File: src/rtl/bin2bcd_seq.sv
// bin2bcd_seq: iterative shift-add-3 (double dabble) binary to packed-BCD
// converter. The result register is updated only when a conversion
// finishes, so a downstream display never sees intermediate digits.
module bin2bcd_seq #(
    parameter int          IN_W       = 16,
    parameter logic [3:0]  OVF_NIBBLE = 4'hE
) (
    input  logic            clk,
    input  logic            reset,
    input  logic            start,
    input  logic [IN_W-1:0] bin,
    output logic            busy,
    output logic            done,
    output logic [15:0]     bcd,
    output logic            ovf
);

    localparam int CW = $clog2(IN_W + 1);

    typedef enum logic {
        IDLE  = 1'b0,
        SHIFT = 1'b1
    } state_t;

    state_t          state_q, state_d;
    logic [IN_W-1:0] shreg_q, shreg_d;
    logic [19:0]     acc_q, acc_d;
    logic [CW-1:0]   cnt_q, cnt_d;
    logic [15:0]     bcd_q, bcd_d;
    logic            ovf_q, ovf_d;
    logic            done_q, done_d;

    logic [19:0]     acc_adj;
    logic [19:0]     acc_sh;

    // Add-3 correction on every accumulator digit, then shift in the next bit.
    always_comb begin
        acc_adj = '0;
        for (int unsigned i = 0; i < 5; i++) begin
            acc_adj[4*i +: 4] = (acc_q[4*i +: 4] >= 4'd5) ? acc_q[4*i +: 4] + 4'd3
                                                          : acc_q[4*i +: 4];
        end
        acc_sh = {acc_adj[18:0], shreg_q[IN_W-1]};
    end

    // Next-state and datapath control for the IDLE/SHIFT sequencer.
    always_comb begin
        state_d = state_q;
        shreg_d = shreg_q;
        acc_d   = acc_q;
        cnt_d   = cnt_q;
        bcd_d   = bcd_q;
        ovf_d   = ovf_q;
        done_d  = 1'b0;
        case (state_q)
            IDLE: begin
                if (start) begin
                    shreg_d = bin;
                    acc_d   = '0;
                    cnt_d   = CW'(IN_W);
                    state_d = SHIFT;
                end
            end
            SHIFT: begin
                acc_d   = acc_sh;
                shreg_d = shreg_q << 1;
                cnt_d   = cnt_q - CW'(1);
                if (cnt_q == CW'(1)) begin
                    state_d = IDLE;
                    done_d  = 1'b1;
                    // Digits are valid BCD, so exceeding 9999 shows up only as a
                    // nonzero fifth digit.
                    if (acc_sh[19:16] != 4'd0) begin
                        ovf_d = 1'b1;
                        bcd_d = {4{OVF_NIBBLE}};
                    end else begin
                        ovf_d = 1'b0;
                        bcd_d = acc_sh[15:0];
                    end
                end
            end
            default: state_d = IDLE;
        endcase
    end

    // State and datapath registers with synchronous reset.
    always_ff @(posedge clk) begin
        if (reset) begin
            state_q <= IDLE;
            shreg_q <= '0;
            acc_q   <= '0;
            cnt_q   <= '0;
            bcd_q   <= '0;
            ovf_q   <= 1'b0;
            done_q  <= 1'b0;
        end else begin
            state_q <= state_d;
            shreg_q <= shreg_d;
            acc_q   <= acc_d;
            cnt_q   <= cnt_d;
            bcd_q   <= bcd_d;
            ovf_q   <= ovf_d;
            done_q  <= done_d;
        end
    end

    assign busy = (state_q == SHIFT);
    assign done = done_q;
    assign bcd  = bcd_q;
    assign ovf  = ovf_q;

endmodule

File: config.mk
export PLATFORM = sky130hd
export DESIGN_NAME = bin2bcd_seq
export DESIGN_NICKNAME = d
export VERILOG_FILES = /design/src/rtl/bin2bcd_seq.sv
export SDC_FILE = /design/constraint.sdc
export NUM_CORES = 1
export LEC_CHECK = 0
export CORE_MARGIN = 3
export CORE_UTILIZATION = 28
export DETAILED_ROUTE_END_ITERATION = 8
export SLEW_MARGIN = 40
export SYNTH_ARGS = -nofsm -noshare
export SYNTH_HDL_FRONTEND = slang
export SYNTH_SLANG_ARGS = --single-unit
File: constraint.sdc
create_clock -name clk -period 2.3 [get_ports clk]
set_input_delay 0.46 -clock clk [delete_from_list [all_inputs] [get_ports clk]]
set_output_delay 0.46 -clock clk [all_outputs]
set_load 0.05 [all_outputs]
; Yosys cells after proc, flatten, opt, wreduce, memory -nomap -nowiden
; Cells that the tools add are included.
[totals]
reg_bits = 60
output_inout_bits = 19
wordCells = 41
[op_classes]
n_addsub = 6
n_lt_le_gt_ge = 5
n_eq_ne = 2
mux = 17
bitwise = 1
reduce_logical = 3
[op_table]
columns = operator, count
row1 = one-hot mux 20 bit (2 select lines), 1
row2 = 2-to-1 mux 16 bit, 2
row3 = one-hot mux 16 bit (2 select lines), 1
row4 = ">= comparator 4 x 3 -> 1 bit, second input constant", 5
row5 = 2-to-1 mux 20 bit, 1
row6 = "adder 4 x 2 -> 4 bit, second input constant", 4
row7 = 2-to-1 mux 4 bit, 4
row8 = one-hot mux 5 bit (2 select lines), 1
row9 = "equality test 5 x 1 -> 1 bit, second input constant", 1
row10 = 2-to-1 mux 5 bit, 1
row11 = "subtractor 5 x 1 -> 5 bit, second input constant", 1
row12 = 2-to-1 mux 1 bit, 4
row13 = nonzero test 4 bit, 1
row14 = "adder 3 x 2 -> 3 bit, second input constant", 1
row15 = 2-to-1 mux 3 bit, 1
row16 = "!= test 2 bit, second input constant", 1
row17 = one-hot mux 1 bit (2 select lines), 1
row18 = AND reduction 2 bit, 1
row19 = OR reduction 2 bit, 1
row20 = inverter 1 bit, 1

; Depth between registers and ports, before layout
; Gate-level depths: netlist (run 1).
[logic_depth]
ltp_word = 4
depth_mapped = 8

; Worst setup path after synthesis (run 1)
; No wires, ideal clock.
[synth_path]
kind = register to register
start = register acc_q[17]
end = register bcd_q[0], in the netlist bcd[0]
arrival_ns = 1.935
t_required_ns = 2.234
setup_slack_ns = 0.299
path_stages_with_launch = 9
period_less_slack_ns = 2.001
path_cell_list = dfxtp_1 > inv_1 > ha_1 > nand2b_1 > a2111o_1 > a2111oi_4 > buf_6 > a22oi_1 > nor2_1
[synth_via]
elab_chain_len = 4
elab_cells_between_ends = 5
[synth_lines]
columns = element, line
row1 = start: declaration, 27  ; logic [19:0] acc_q, acc_d;
row2 = start signal: assignment, 91  ; acc_q <= '0;
row3 = start signal: assignment, 99  ; acc_q <= acc_d;
row4 = >= comparator 4 x 3 -> 1 bit / adder 3 x 2 -> 3 bit (equally long branches), 40  ; acc_adj[4*i +: 4] = (acc_q[4*i +: 4] >= 4'd5) ? acc_q[4*i +: 4] + 4'd3
row5 = 2-to-1 mux 3 bit (*), 40
row6 = nonzero test 4 bit (*), 73  ; if (acc_sh[19:16] != 4'd0) begin
row7 = 2-to-1 mux 16 bit (*), 73
row8 = end signal: assignment, 93  ; bcd_q <= '0;
row9 = end signal: assignment, 101  ; bcd_q <= bcd_d;
row10 = end: declaration, 29  ; logic [15:0] bcd_q, bcd_d;
; Mark *: on every way between the ends. The rest lies on a longest branch, timed or not.
; A chain may end at the register's enable or synchronous reset.

; Worst setup path after layout (run 1)
[layout_path]
start = register acc_q[16]
end = register bcd_q[7], in the netlist bcd[7]
; The elaborated chain is that of the path after synthesis.

==> impl_metrics.csv, run 1 <==
group,metric,value,unit
power_and_ir_drop,p_total,2190,uW
worst_setup_path,cp-start-kind,"register",
floorplanning,coreArea,0.0100,mm2
worst_setup_path,rr_startpoint,"acc_q[16]",
yosys,synth-seq-cells,60,
floorplanning,die_x,109,um
sta,fin_crit,2.05,ns
worst_setup_path,path_cells,"inv_1, ha_1, nand2b_1, a2111o_1, a2111oi_4, buf_4, a311oi_1",
clock_tree,htreeDepth,3,
global_route,grt.total_usage,0.111,
final_layout,drive_gt1_frac,0.102,
floorplanning,start_util,0.295,
yosys,synth_cell_types,39,
final_layout,diodes,0,
clock_tree,clock_path_buffers,2,
status,status,"finished, final reports clean",
yosys,synthMuxAreaShare,0.107,
placement,routabilityCongestion,0.780,
clock_tree,ctsResizeCount,0,
yosys,synth_area,0.00295,mm2
yosys,synth_common_cells,"nor2_1 (73), dfxtp_1 (60), a21oi_1 (34), mux2i_1 (18)",
yosys,syn-num-nets,376,
power_and_ir_drop,combPwrFrac,0.117,
route,drtIter0Drc,108,
final_layout,num-nets-final,410,
final_layout,area_growth,22.8,%
final_layout,fillers,1042,
min_path,hold_class,"reg -> reg",
min_path,hold_path_end,"shreg_q[13]",
floorplanning,io_pins,38,
sta,grt_setup_unrepaired,"false",
yosys,async_flop_share,0,
yosys,synth_top_area_frac,0.408,
yosys,synthAdderAreaFrac,0.0510,
sta,finalHoldWorstSlack,0.488,ns
sta,fin_skew,0.00712,ns
min_path,hold_start,"shreg_q[12]",
placement,dp_hpwl,4300,um
power_and_ir_drop,pwr-share-seq,0.507,
global_route,grt_pass1_wl,10400,um
global_route,grt_max_degree,41,
power_and_ir_drop,cellLeakagePower,0.00131,uW
worst_setup_path,r2r_end,"bcd[7]",
min_path,holdPathStages,2,
power_and_ir_drop,ir_drop,0.000248,V
flow_run,maxCapViolCount,0,
sta,max_freq,0.487,GHz
yosys,syn_inst,345,
placement,dp_cells,501,
sta,slew_viol_final,0,
global_route,grt_pass1_vias,2279,
clock_tree,cts_tree,"built",
worst_setup_path,regToRegSetupSlack,0.25,ns
route,first_pass_iters,4,
yosys,synth-warning-count,0,
clock_tree,cts_sinks,60,
final_layout,stdcell_count,516,
worst_setup_path,cp-end-kind,"register",
yosys,synth_xor_xnor_area_share,0.0178,
route,vias,2360,
sta,worstMarginPinSlew,0.545,ns
power_and_ir_drop,p_switching,552,uW
sta,fin_crit_sh,0.893,
worst_setup_path,crit_type,"reg -> reg",
power_and_ir_drop,internal_power,1630,uW
floorplanning,die_h,109,um
power_and_ir_drop,p_sw_frac,0.253,
yosys,syn_area_per_cell,8.54,um2
clock_tree,clk_pin_slew,0.06,ns
floorplanning,die_area,0.0118,mm2
power_and_ir_drop,clkPwrFrac,0.376,
clock_tree,cts_root_buffer,"clkbuf_8",
clock_tree,postCtsHoldBufs,0,
worst_setup_path,cp.arrival,2.25,ns
yosys,synth-seq-area-share,0.408,
yosys,synth_most_common_cell,"nor2_1",
route,ant_nets,0,
worst_setup_path,reg2regPathDepth,7,
worst_setup_path,critical_path.max_fanout,17,
global_route,overflow,0,
route,routed_wl,6230,um
yosys,synthSimpleGateAreaFrac,0.213,
sta,max-slew-margin-rel,0.636,
worst_setup_path,cpPeakStageDelay,0.45,ns
global_route,antenna_found_initial,0,
sta,finalHoldViolations,0,
clock_tree,post_cts_buffers,0,
sta,setup_tns,0,ns
route,wl_per_cell,12.1,um
yosys,synth-edff-count,0,
yosys,yosys-top-cells-area,"dfxtp_1 (41%), nor2_1 (9.3%), mux2i_1 (6.1%), a21oi_1 (5.8%), ha_1 (5.1%)",
power_and_ir_drop,p_per_area,604,mW/mm2
yosys,synth_top_area_cell,"dfxtp_1",
yosys,synth_compound_area_frac,0.148,
worst_setup_path,required,2.49,ns
clock_tree,clk_latency,0.32,ns
route,route.detailed.drc,0,
placement,numPortBuffers,37,
sta,setup_viol,0,
yosys,synth_top_family_by_area,"simple AND/OR/NAND/NOR gates",
yosys,synthFlopType,"dfxtp_1",
worst_setup_path,cp_slowest_cell,"a2111o_1",
floorplanning,row_count,36,
route,viasPerCell,4.57,
clock_tree,cts_buffers,9,
power groups by stage:
| stage | Sequential [uW] | Clock (uW) | Combinational, uW |
|---|---|---|---|
| after global placement | 1130 | 0 | 255 |
| after CTS | 1110 | 857 | 260 |
| after global routing | 1110 | 901 | 284 |
| final | 1110 | 821 | 256 |
| after floorplan | 1150 | 0 | 156 |
| after detailed placement | 1130 | 0 | 259 |
cells by family after synthesis:
family | Yosys count
AO/OA/AOI/OAI | 69
XOR/XNOR | 6
adder cells (fa/ha/maj) | 12
buffers and inverters | 33
flip-flops | 60
multiplexers | 30
AND/OR/NAND/NOR | 135
worst max-delay path, delay by kind of cell, from the launching register on:
kind                       cells  cell delay (ns)
AOI/OAI and AO/OA              3             0.86
buffers and inverters          2             0.39
DFF                            1             0.36
adders and majority gates      1             0.22
and+or+nand+nor                1             0.10
cell usage in the layout (no fill, tap or decap), types with 2 or more instances in the layout:
cell / count
clkbuf_1: 2
xnor2_1: 5
nor2_1: 73
buf_12: 3
a22oi_1: 4
o21ai_0: 12
dfxtp_1: 59
clkbuf_8: 11
nor3b_1: 8
nor3_1: 9
mux2_2: 12
nand2_1: 16
nand2b_1: 16
or3b_2: 2
a21oi_1: 34
nand3_1: 3
inv_1: 12
a211oi_1: 8
a311oi_1: 4
clkdlybuf4s50_1: 35
buf_4: 5
ha_1: 12
mux2i_1: 18
clkinv_2: 2
sequential cells by signal, summed over array words and instances (netlist names):
register  flops
done          1
cnt_q         5
bcd          16
busy          1
ovf           1
shreg_q      16
acc_q        20
through the flow:
| stage | area, um2 | setup slack [ns] | utilization |
|---|---|---|---|
| detailed placement | 3450 | 0.270 | 0.345 |
| finish | 3620 | 0.246 | 0.362 |
| global route | 3620 | 0.0707 | 0.362 |
| CTS | 3620 | 0.241 | 0.362 |
| global placement | 3450 | 0.328 | 0.345 |
| floorplan | 2950 | 0.299 | - |
layer usage:
metal | up-vias | global-route usage | share of wire | routed length, um
met1 | 1089 | 0.139 | 0.49 | 3080
li1 | 1241 | - | - | -
met2 | 24 | 0.180 | 0.47 | 2930
met5 | - | 0 | 0 | 0
met3 | 6 | 0.0304 | 0.028 | 174
met4 | 0 | 0.0433 | 0.0080 | 50
worst max-delay path by stage:
| stage | from | slack (ns) | endpoint |
|---|---|---|---|
| floorplan | acc_q[17] | 0.30 | bcd[0] |
| global placement | acc_q[17] | 0.33 | bcd[4] |
| detailed placement | acc_q[17] | 0.27 | bcd[12] |
| CTS | acc_q[16] | 0.24 | bcd[8] |
| global route | acc_q[16] | 0.07 | bcd[15] |
| finish | acc_q[16] | 0.25 | bcd[7] |
cell type report:
cell class	count	area, um2	share of cell area
Timing Repair Buffer	44	453	0.125
Multi-Input combinational cell	252	1580	0.437
Clock buffer	13	159	0.0439
Sequential cell	60	1200	0.333
Tap cell	133	166	0.0460
Inverter	12	45.0	0.0125
Clock inverter	2	10.0	0.00277
(Power assumes the default switching activity.)
==> inputs of run 2 (changes only) <==
==> constraint.sdc (replaced) <==
create_clock -name clk -period 2.5 [get_ports clk]
set_input_delay 0.5 -clock clk [delete_from_list [all_inputs] [get_ports clk]]
set_output_delay 0.5 -clock clk [all_outputs]
set_load 0.05 [all_outputs]
==> impl_metrics.csv, run 2 (synthesis gave the netlist of run 1 again) <==
group,metric,value,unit
power_and_ir_drop,p_per_area,588,mW/mm2
global_route,overflow,0,
sta,setup_viol,0,
clock_tree,cts_root_buffer,"clkbuf_8",
clock_tree,cts_sinks,60,
clock_tree,clock_path_buffers,2,
route,viasPerCell,4.58,
worst_setup_path,crit_type,"reg -> reg",
status,status,"finished, final reports clean",
power_and_ir_drop,pwr-share-seq,0.475,
sta,max-slew-margin-rel,0.645,
final_layout,num-nets-final,410,
route,routed_wl,6220,um
final_layout,final_cell_area,0.00364,mm2
power_and_ir_drop,combPwrFrac,0.110,
sta,fin_crit_sh,0.832,
placement,placed_area,0.00343,mm2
power_and_ir_drop,p_sw_frac,0.249,
clock_tree,cts_buffers,9,
global_route,antenna_found_initial,0,
clock_tree,postCtsHoldBufs,0,
clock_tree,clk_pin_slew,0.07,ns
placement,numPortBuffers,37,
worst_setup_path,cp-start-kind,"register",
global_route,grt_pass1_wl,10700,um
placement,dp_hpwl,4160,um
global_route,grt_pass1_vias,2304,
floorplanning,coreArea,0.0100,mm2
route,first_pass_iters,4,
worst_setup_path,r2r_end,"bcd[12]",
sta,slew_viol_final,0,
clock_tree,cts_tree,"built",
final_layout,largest_register_ffs,20,
route,vias,2367,
clock_tree,post_cts_buffers,0,
power_and_ir_drop,internal_power,1610,uW
floorplanning,row_count,36,
route,ant_nets,0,
final_layout,top_register,"acc_q",
floorplanning,start_util,0.295,
global_route,grt.total_usage,0.113,
final_layout,fillers,1079,
sta,finalHoldWorstSlack,0.487,ns
power_and_ir_drop,p_switching,533,uW
min_path,hold_class,"reg -> reg",
worst_setup_path,reg2regPathDepth,8,
sta,max_freq,0.481,GHz
sta,fin_crit,2.08,ns
clock_tree,clk_latency,0.33,ns
placement,routabilityCongestion,0.767,
power_and_ir_drop,cellLeakagePower,0.00132,uW
final_layout,diodes,0,
sta,setup_tns,0,ns
clock_tree,ctsResizeCount,0,
power_and_ir_drop,clkPwrFrac,0.415,
floorplanning,die_area,0.0118,mm2
sta,grt_setup_unrepaired,"false",
sta,worstMarginPinSlew,0.532,ns
min_path,holdPathStages,2,
worst_setup_path,cp.arrival,2.34,ns
route,wl_per_cell,12.0,um
final_layout,final_util,0.364,
route,drtIter0Drc,101,
sta,fin_skew,0.00787,ns
worst_setup_path,cp-end-kind,"register",
worst_setup_path,critical_path.max_fanout,17,
route,route.detailed.drc,0,
clock_tree,htreeDepth,3,
global_route,grt_max_degree,61,
final_layout,final_cell_mix,"nor2_1 (73), dfxtp_1 (59), clkdlybuf4s50_1 (35)",
power_and_ir_drop,ir_drop,0.000224,V
floorplanning,die_h,109,um
min_path,hold_start,"shreg_q[13]",
worst_setup_path,required,2.76,ns
worst_setup_path,rr_startpoint,"acc_q[17]",
final_layout,drive_gt1_frac,0.107,
worst_setup_path,regToRegSetupSlack,0.42,ns
power_and_ir_drop,p_total,2140,uW
final_layout,area_growth,23.5,%
min_path,hold_path_end,"shreg_q[14]",
floorplanning,die_x,109,um
flow_run,maxCapViolCount,0,
floorplanning,io_pins,38,
sta,finalHoldViolations,0,
final_layout,mostFrequentLayoutCell,"nor2_1",
==> run 2: changes by cell type in the layout (fill, tap and decap cells not counted), sizes merged <==
| cell | before | now |
|---|---|---|
| clkbuf | 13 | 12 |
| clkinvlp | 0 | 1 |
| bufinv | 0 | 1 |
==> run 2: area by class of cell <==
type / count / area (um2) / share of cell area
clock buffers: 12 / 155 / 0.0427
flip-flops and latches: 60 / 1200 / 0.331
multi-input cells: 252 / 1580 / 0.434
repair buffers: 44 / 440 / 0.121
clock inverters: 4 / 47.5 / 0.0131
inverters: 12 / 45.0 / 0.0124
well taps: 133 / 166 / 0.0458
==> run 2: how the worst max path moves through the flow <==
stage	start	end	slack (ns)	cells past startpoint
floorplan	acc_q[17]	bcd[0]	0.50	8
detailed placement	acc_q[17]	bcd[12]	0.46	8
CTS	acc_q[17]	bcd[12]	0.42	8
finish	acc_q[17]	bcd[12]	0.42	8
global route	cnt_q[0]	bcd[0]	0.18	7
global placement	acc_q[17]	bcd[7]	0.49	7
==> run 2: critical path, cell delays in order, from the launching register on <==
cell and delay [ns]:
dfxtp_1 0.34, inv_1 0.08, ha_1 0.19, nand2b_1 0.15, a2111o_1 0.45, a2111oi_4 0.29, buf_4 0.29, a22oi_1 0.09
nor2_1 0.12
==> run 2: routing by layer <==
metal	vias to the layer above	routed length, um	global-route usage
met5	-	0	0
met4	0	46	0.0397
met3	4	197	0.0334
met2	37	2910	0.179
met1	1079	3070	0.147
li1	1247	-	-
==> run 2: power groups by stage <==
stage          sequential, uW  clock (uW)  combinational, uW
2_1_floorplan            1050           0                144
3_3_place_gp             1040           0                234
3_5_place_dp             1040           0                237
4_1_cts                  1020         917                238
5_1_grt                  1020         966                262
6_report                 1020         888                235
==> run 2: stage by stage <==
step / cells / setup slack [ns]
after global placement: 501 / 0.493
after floorplan: 345 / 0.499
after detailed placement: 501 / 0.456
after CTS: 517 / 0.425
final: 517 / 0.421
after global routing: 517 / 0.178
